--- src/rtl/mips_reg_write_arbiter.sv ---
// mips_reg_write_arbiter: two-requester register-file write arbiter.
// Requester A (ALU writeback) and B (load writeback) share one write port.
// Ties go to whichever side holds priority, and priority flips after every
// transfer. The winning write is issued one cycle after its handshake.
// Writes to r0 complete the handshake but are never issued or counted.
// Optional feature: define MIPS_REG_WRITE_FWD_EN to add two forwarding
// compare ports against the write currently being issued.
module mips_reg_write_arbiter #(
   parameter int CNT_W = 16
) (
   input  logic             clk,
   input  logic             reset,
   input  logic             a_valid,
   input  logic [4:0]       a_reg,
   input  logic [31:0]      a_data,
   output logic             a_ready,
   input  logic             b_valid,
   input  logic [4:0]       b_reg,
   input  logic [31:0]      b_data,
   output logic             b_ready,
   output logic             signal_reg_write,
   output logic [4:0]       write_reg,
   output logic [31:0]      write_data,
   output logic [CNT_W-1:0] write_count
`ifdef MIPS_REG_WRITE_FWD_EN
   ,
   input  logic [4:0]       fwd_reg_1,
   input  logic [4:0]       fwd_reg_2,
   output logic             fwd_hit_1,
   output logic             fwd_hit_2,
   output logic [31:0]      fwd_data_1,
   output logic [31:0]      fwd_data_2
`endif
);

   typedef enum logic {PRIO_A, PRIO_B} prio_t;

   localparam logic [CNT_W-1:0] CNT_MAX = {CNT_W{1'b1}};

   prio_t       prio_q, prio_d;
   logic        xfer;
   logic        issue;
   logic [4:0]  win_reg;
   logic [31:0] win_data;

   // Grant decision and next priority; readies are forced low during reset
   always_comb begin
      a_ready = 1'b0;
      b_ready = 1'b0;
      prio_d  = prio_q;
      if (!reset) begin
         if (a_valid && (!b_valid || prio_q == PRIO_A))
            a_ready = 1'b1;
         else if (b_valid)
            b_ready = 1'b1;
      end
      if (a_ready) prio_d = PRIO_B;
      if (b_ready) prio_d = PRIO_A;
   end

   // Winner select; r0 transfers complete the handshake but do not issue
   always_comb begin
      xfer     = a_ready | b_ready;
      win_reg  = a_ready ? a_reg  : b_reg;
      win_data = a_ready ? a_data : b_data;
      issue    = xfer && (win_reg != 5'd0);
   end

   // Priority state register
   always_ff @(posedge clk or posedge reset) begin
      if (reset) prio_q <= PRIO_A;
      else       prio_q <= prio_d;
   end

   // Issue stage: write port outputs and saturating issued-write counter.
   // The counter moves on the same edge that raises signal_reg_write, so it
   // already includes the write being presented.
   always_ff @(posedge clk or posedge reset) begin
      if (reset) begin
         signal_reg_write <= 1'b0;
         write_reg        <= 5'd0;
         write_data       <= 32'd0;
         write_count      <= '0;
      end else begin
         signal_reg_write <= issue;
         if (issue) begin
            write_reg  <= win_reg;
            write_data <= win_data;
            if (write_count != CNT_MAX) write_count <= write_count + 1'b1;
         end
      end
   end

`ifdef MIPS_REG_WRITE_FWD_EN
   // Forwarding compare against the write being issued this cycle
   always_comb begin
      fwd_hit_1  = !reset && signal_reg_write && (write_reg != 5'd0) && (write_reg == fwd_reg_1);
      fwd_hit_2  = !reset && signal_reg_write && (write_reg != 5'd0) && (write_reg == fwd_reg_2);
      fwd_data_1 = fwd_hit_1 ? write_data : 32'd0;
      fwd_data_2 = fwd_hit_2 ? write_data : 32'd0;
   end
`endif

endmodule
--- config.mk ---
export PLATFORM = sky130hd
export DESIGN_NAME = mips_reg_write_arbiter
export DESIGN_NICKNAME = d
export VERILOG_FILES = /design/src/rtl/mips_reg_write_arbiter.sv
export SDC_FILE = /design/constraint.sdc
export NUM_CORES = 1
export LEC_CHECK = 0
export ABC_AREA = 1
export CAP_MARGIN = 20
export CORE_ASPECT_RATIO = 1.5
export CORE_MARGIN = 1
export CORE_UTILIZATION = 37
export DETAILED_ROUTE_END_ITERATION = 8
export PLACE_DENSITY = 0.82
export SETUP_SLACK_MARGIN = 0.5
export SYNTH_ARGS = -nofsm -noshare
export SYNTH_HDL_FRONTEND = slang
export SYNTH_SLANG_ARGS = --single-unit
--- constraint.sdc ---
create_clock -name clk -period 2.95 [get_ports clk]
set_input_delay 0.4425 -clock clk [delete_from_list [all_inputs] [get_ports clk]]
set_output_delay 0.4425 -clock clk [all_outputs]
set_load 0.01 [all_outputs]
==> results of run 1 <==
[area by class of cell]
cell class	count	area share
Clock inverter	2	0.00834
Sequential cell	55	0.306
Inverter	15	0.0133
Multi-Input combinational cell	251	0.304
Clock buffer	5	0.0153
Timing Repair Buffer	149	0.325
Tap cell	100	0.0278
[final timing paths]
kind,from,end,slack (ps),cells past startpoint
min reg2reg,write_data[10]$_DFFE_PP0P_,write_data[10]$_DFFE_PP0P_,490,2
min,write_data[10]$_DFFE_PP0P_,write_data[10]$_DFFE_PP0P_,490,2
min in group asynchronous,reset,write_data[5]$_DFFE_PP0P_,550,3
max,a_valid,a_ready,640,4
max reg2reg,prio_q$_DFFE_PP0P_,write_data[30]$_DFFE_PP0P_,940,11
max in group asynchronous,reset,write_reg[4]$_DFFE_PP0P_,1970,3
[logic make-up after synthesis]
logic type,count (synthesis)
multiplexers,32
buffers and inverters,32
XOR/XNOR,7
AND/OR/NAND/NOR,171
AO/OA/AOI/OAI,39
adder cells (fa/ha/maj),1
flip-flops,55
[metrics by stage]
stage           util  hold WS, ps  std cells
3_5_place_dp   0.583          467        561
3_3_place_gp   0.583          465        561
5_1_grt        0.611          514        577
6_report       0.611          494        577
4_1_cts        0.598          395        568
2_1_floorplan      -          450        337
[report_power, final]
part	internal, µW	total [µW]	switching [µW]
sequential	873	968	95.1
clock	248	497	248
combinational	406	713	307
[synthesized netlist by cell type]
master	number	area (µm²)
nand3_2	2	20.0
ha_1	1	12.5
buf_1	2	7.51
dfrtp_1	55	1380
xnor2_1	4	35.0
xor2_1	3	26.3
clkbuf_1	1	3.75
nand2_2	1	6.26
buf_4	5	37.5
nor2_1	22	82.6
nand3_1	10	50.1
o21ai_0	31	155
a21oi_1	1	5.00
buf_2	8	40.0
nand4_1	21	131
inv_1	15	56.3
o21ai_1	5	25.0
mux2i_1	32	320
nand3b_1	1	7.51
nand2_1	114	428
a211oi_1	1	7.51
o21ai_2	1	8.76
buf_6	1	11.3
[layer usage]
layer | global-route usage | up-vias | share of wire | wire (µm)
met3 | 0.0697 | 31 | 0.083 | 679
met2 | 0.339 | 148 | 0.52 | 4250
met1 | 0.211 | 1315 | 0.36 | 2930
met4 | 0.124 | 0 | 0.044 | 361
li1 | - | 1399 | - | -
met5 | 0 | - | 0 | 0
[worst max-delay path, cell delays in order]
cell and delay (ps):
clkdlybuf4s50_1 630, nand3_4 150, inv_1 100, clkdlybuf4s50_1 540
[repair_timing]
item,in CTS,in global routing
setup endpoints to repair,0,28
buffers inserted,0,8
resized for setup,0,4
==> impl_metrics.csv, run 1 <==
group,metric,value,unit
detailed_routing,first_pass_iters,5,
cells_and_area,final_area,0.00450,mm²
yosys,synth-simple-area-share,0.254,
die,die-width,73.7,µm
placed_design,place_congestion,0.841,
cells_and_area,seq_area,0.00138,mm²
setup_path,critical_path_required,2510,ps
power_and_ir_drop,p_total,2180,µW
cts,cts_tree,"done",
power_and_ir_drop,ir_drop,295,µV
cts,cts_num_sinks,55,
yosys,postSynthAreaPerCell,8.47,µm²
setup_path,cp_max_fo,7,
cts,cts_buffer_depth,2,
yosys,netlist_area,0.00285,mm²
cells_and_area,multi_input_area,0.00137,mm²
yosys,synth-xor-area-share,0.0215,
timing,finalMaxSlewViolations,0,
timing,min_period_over_period,0.781,
yosys,synthCells,337,
timing,timing.final.crit_period,2310,ps
yosys,synth_top_family_by_area,"simple AND/OR/NAND/NOR gates",
setup_path,critPathKind,"in -> out",
placed_design,place_area,0.00430,mm²
timing,slew-limit-headroom,0.685,
die,die_area,0.00808,mm²
timing,grt_setup_unrepaired,"no",
detailed_routing,viasPerCell,5.01,
global_route,antenna_found_initial,0,
outcome,status,"complete, no violations",
power_and_ir_drop,power.density,484,mW/mm²
yosys,yosys_warnings,0,
die,io_pins,134,
yosys,muxShareOfSynthArea,0.112,
placed_design,port_buffers,133,
cells_and_area,largest_reg_flops,32,
job,cap_violations,0,
detailed_routing,ant_nets,0,
die,initial_core_util,0.387,
cts,root_buffer,"clkbuf_8",
timing,fin_tns_setup,0,ps
setup_path,start_kind,"input port",
setup_path,end_kind,"primary output",
timing,skew,8.69,ps
placed_design,place_ws,286,ps
die,num_rows,38,
global_route,grt_pass1_vias,2738,
global_route,grt_pass1_wl,12200,µm
detailed_routing,drcViolationCount,0,
timing,hold_viol,0,
cells_and_area,final_common_cell,"clkdlybuf4s50_1",
cells_and_area,nNetsFinal,556,
global_route,grt_overflow,0,
cts,holdBufCountCts,0,
placed_design,hpwlAfterDp,6110,µm
cts,clk_latency,320,ps
yosys,synth_seq_cells,55,
cells_and_area,diodes,0,
detailed_routing,num_vias,2893,
setup_path,cp_data_arrival_time,1860,ps
die,core-area,0.00737,mm²
global_route,track_usage,0.201,
cells_and_area,num-fill-cells,627,
global_route,grt_max_degree,39,
yosys,synth_compound_area_frac,0.0706,
timing,setup_viol,0,
timing,fmax,0.434,GHz
yosys,synth_cell_type_count,23,
timing,tightest_slew,473,ps
min_path,min_path_type,"reg -> reg",
detailed_routing,wire_per_inst,14.3,µm
cts,cts_buffers,5,
die,die_y,110,µm
power_and_ir_drop,p_leak,0.00208,µW
timing,worst_slack,645,ps
cts,clk_pin_slew_worst_paths,100,ps
yosys,synthAdderAreaFrac,0.00438,
detailed_routing,drtIter0Drc,128,
cells_and_area,drive_above_1_share,0.0650,
yosys,seq_area_frac_synth,0.482,
cts,htree_levels,2,
detailed_routing,wl,8220,µm
cells_and_area,syn_to_final_growth,57.7,%
yosys,syn-num-nets,416,
cells_and_area,final_cell_mix,"133 x clkdlybuf4s50_1, 113 x nand2_1, 55 x dfrtp_1",
Note: power is estimated with default switching activity, not from simulation.
==> run 2: changes to the inputs <==
- clock period: 2.95 -> 1.94 ns (I/O delays scaled with it)
==> impl_metrics.csv, run 2 (same netlist as run 1, synthesis figures left out) <==
group,metric,value,unit
setup_path,start_kind,"input port",
setup_path,critPathKind,"in -> reg",
timing,tightest_slew,661,ps
cts,cts_tree,"done",
cells_and_area,final_area,0.00500,mm²
placed_design,place_area,0.00443,mm²
global_route,grt.busiest_layer,"met2",
cells_and_area,largest_reg_flops,32,
die,io_pins,134,
timing,timing.final.crit_period,1740,ps
detailed_routing,wire_per_inst,15.7,µm
die,die_y,110,µm
cells_and_area,drive_above_1_share,0.201,
die,core-area,0.00737,mm²
global_route,grt_max_degree,50,
detailed_routing,num_vias,3135,
global_route,grt_pass1_wl,14300,µm
cts,clk_latency,310,ps
global_route,grt_overflow,0,
global_route,met3_usage,0.0367,
cts,root_buffer,"clkbuf_8",
global_route,use_met1,0.264,
setup_path,critical_path_required,2140,ps
detailed_routing,drtIter0Drc,121,
timing,slew-limit-headroom,0.559,
timing,fmax,0.574,GHz
setup_path,cp_max_fo,6,
timing,setup_viol,0,
detailed_routing,ant_nets,0,
global_route,track_usage,0.232,
die,die_area,0.00808,mm²
die,initial_core_util,0.387,
timing,grt_setup_unrepaired,"yes",
placed_design,place_congestion,0.940,
setup_path,end_kind,"flip-flop",
power_and_ir_drop,power.density,662,mW/mm²
cts,holdBufCountCts,0,
global_route,antenna_found_initial,0,
power_and_ir_drop,ir_drop,587,µV
cts,clk_pin_slew_worst_paths,100,ps
detailed_routing,viasPerCell,5.04,
cells_and_area,syn_to_final_growth,75.3,%
timing,finalMaxSlewViolations,0,
cts,cts_num_sinks,55,
outcome,status,"complete, no violations",
timing,skew,8.62,ps
timing,whs,342,ps
setup_path,reg2reg_slack,220,ps
placed_design,port_buffers,133,
setup_path,ff2ff_path_depth,11,
cells_and_area,final_cell_mix,"98 x nand2_1, 74 x clkdlybuf4s50_1, 57 x dlygate4sd2_1",
die,die-width,73.7,µm
power_and_ir_drop,p_leak,0.00252,µW
global_route,grt_pass1_vias,3079,
cells_and_area,diodes,0,
cells_and_area,multi_input_area,0.00147,mm²
placed_design,hpwlAfterDp,6320,µm
detailed_routing,drcViolationCount,0,
timing,min_period_over_period,0.898,
cts,cts_buffer_depth,2,
cts,cts_buffers,5,
setup_path,cp_data_arrival_time,1950,ps
min_path,min_path_type,"in -> async",
cells_and_area,seq_area,0.00138,mm²
timing,hold_viol,0,
job,cap_violations,0,
cells_and_area,nNetsFinal,600,
die,num_rows,38,
cells_and_area,final_common_cell,"nand2_1",
cts,htree_levels,2,
detailed_routing,wl,9790,µm
global_route,gr-usage-met2,0.427,
detailed_routing,first_pass_iters,4,
cells_and_area,num-fill-cells,600,
## run 2: cell count changes in the layout (fill, tap and decap cells not counted), sizes merged, moves of 3 or more
cell           delta
clkdlybuf4s50    -59
dlygate4sd2      +57
buf              +42
clkbuf            +3
## run 2: per-stage QoR
stage / utilization / setup TNS, ps / total power [µW] / instances / setup WS [ps]
2_1_floorplan: - / -19080 / 1930 / 337 / -358
3_3_place_gp: 0.602 / -9150 / 2570 / 577 / -186
3_5_place_dp: 0.602 / -11500 / 2600 / 577 / -254
4_1_cts: 0.657 / 0 / 3260 / 614 / 302
5_1_grt: 0.679 / 0 / 3490 / 622 / 112
6_report: 0.679 / 0 / 3310 / 622 / 198
## run 2: critical path, cell delays in order
cell and delay [ps]:
dlygate4sd2_1 280, clkinvlp_4 180, buf_4 190, nand4_1 140, nand2_4 80, nor2_4 120, nand3_4 190, nand2_8 190
buf_6 120, inv_4 40, nand2_2 60, nand2_2 50
## run 2: worst paths after layout
kind                                                 start                    endpoint
worst min register to register  write_data[14]$_DFFE_PP0P_  write_data[14]$_DFFE_PP0P_
worst max register to register          prio_q$_DFFE_PP0P_    write_reg[1]$_DFFE_PP0P_
worst min-delay path                                 reset          prio_q$_DFFE_PP0P_
max in group asynchronous                            reset  write_count[0]$_DFFE_PP0P_
min in group clk                write_data[14]$_DFFE_PP0P_  write_data[14]$_DFFE_PP0P_
worst max-delay path                                 reset    write_reg[1]$_DFFE_PP0P_
## run 2: area by class of cell
type	count	area share
clock buffers	5	0.0138
flip-flops and latches	55	0.276
clock inverters	3	0.00400
well taps	100	0.0250
inverters	15	0.0125
repair buffers	192	0.375
multi-input cells	252	0.293
## run 2: routing by layer
| layer | share of wire | wire length, µm |
|---|---|---|
| met5 | 0 | 0 |
| met4 | 0.020 | 196 |
| met2 | 0.56 | 5450 |
| met1 | 0.38 | 3670 |
| met3 | 0.049 | 475 |
## run 2: power by group
part           leakage, µW  total, µW  switching, µW  internal, µW
Sequential        0.000689       1440            113          1330
Clock            0.0000402        646            394           253
Combinational      0.00179       1220            572           651
Total              0.00252       3310           1080          2230
## run 2: timing repair
item,4_1_cts,5_1_grt
pin swaps,22,4
buffers inserted,25,2
cloned,4,6
endpoints found under the setup margin,110,56
resized for setup,106,14
==> run 3: changes to the inputs <==
- SKIP_LAST_GASP: not set -> 1
==> results of run 3 <==
Same layout as run 2: the final DEF is identical, and so are final timing and power.
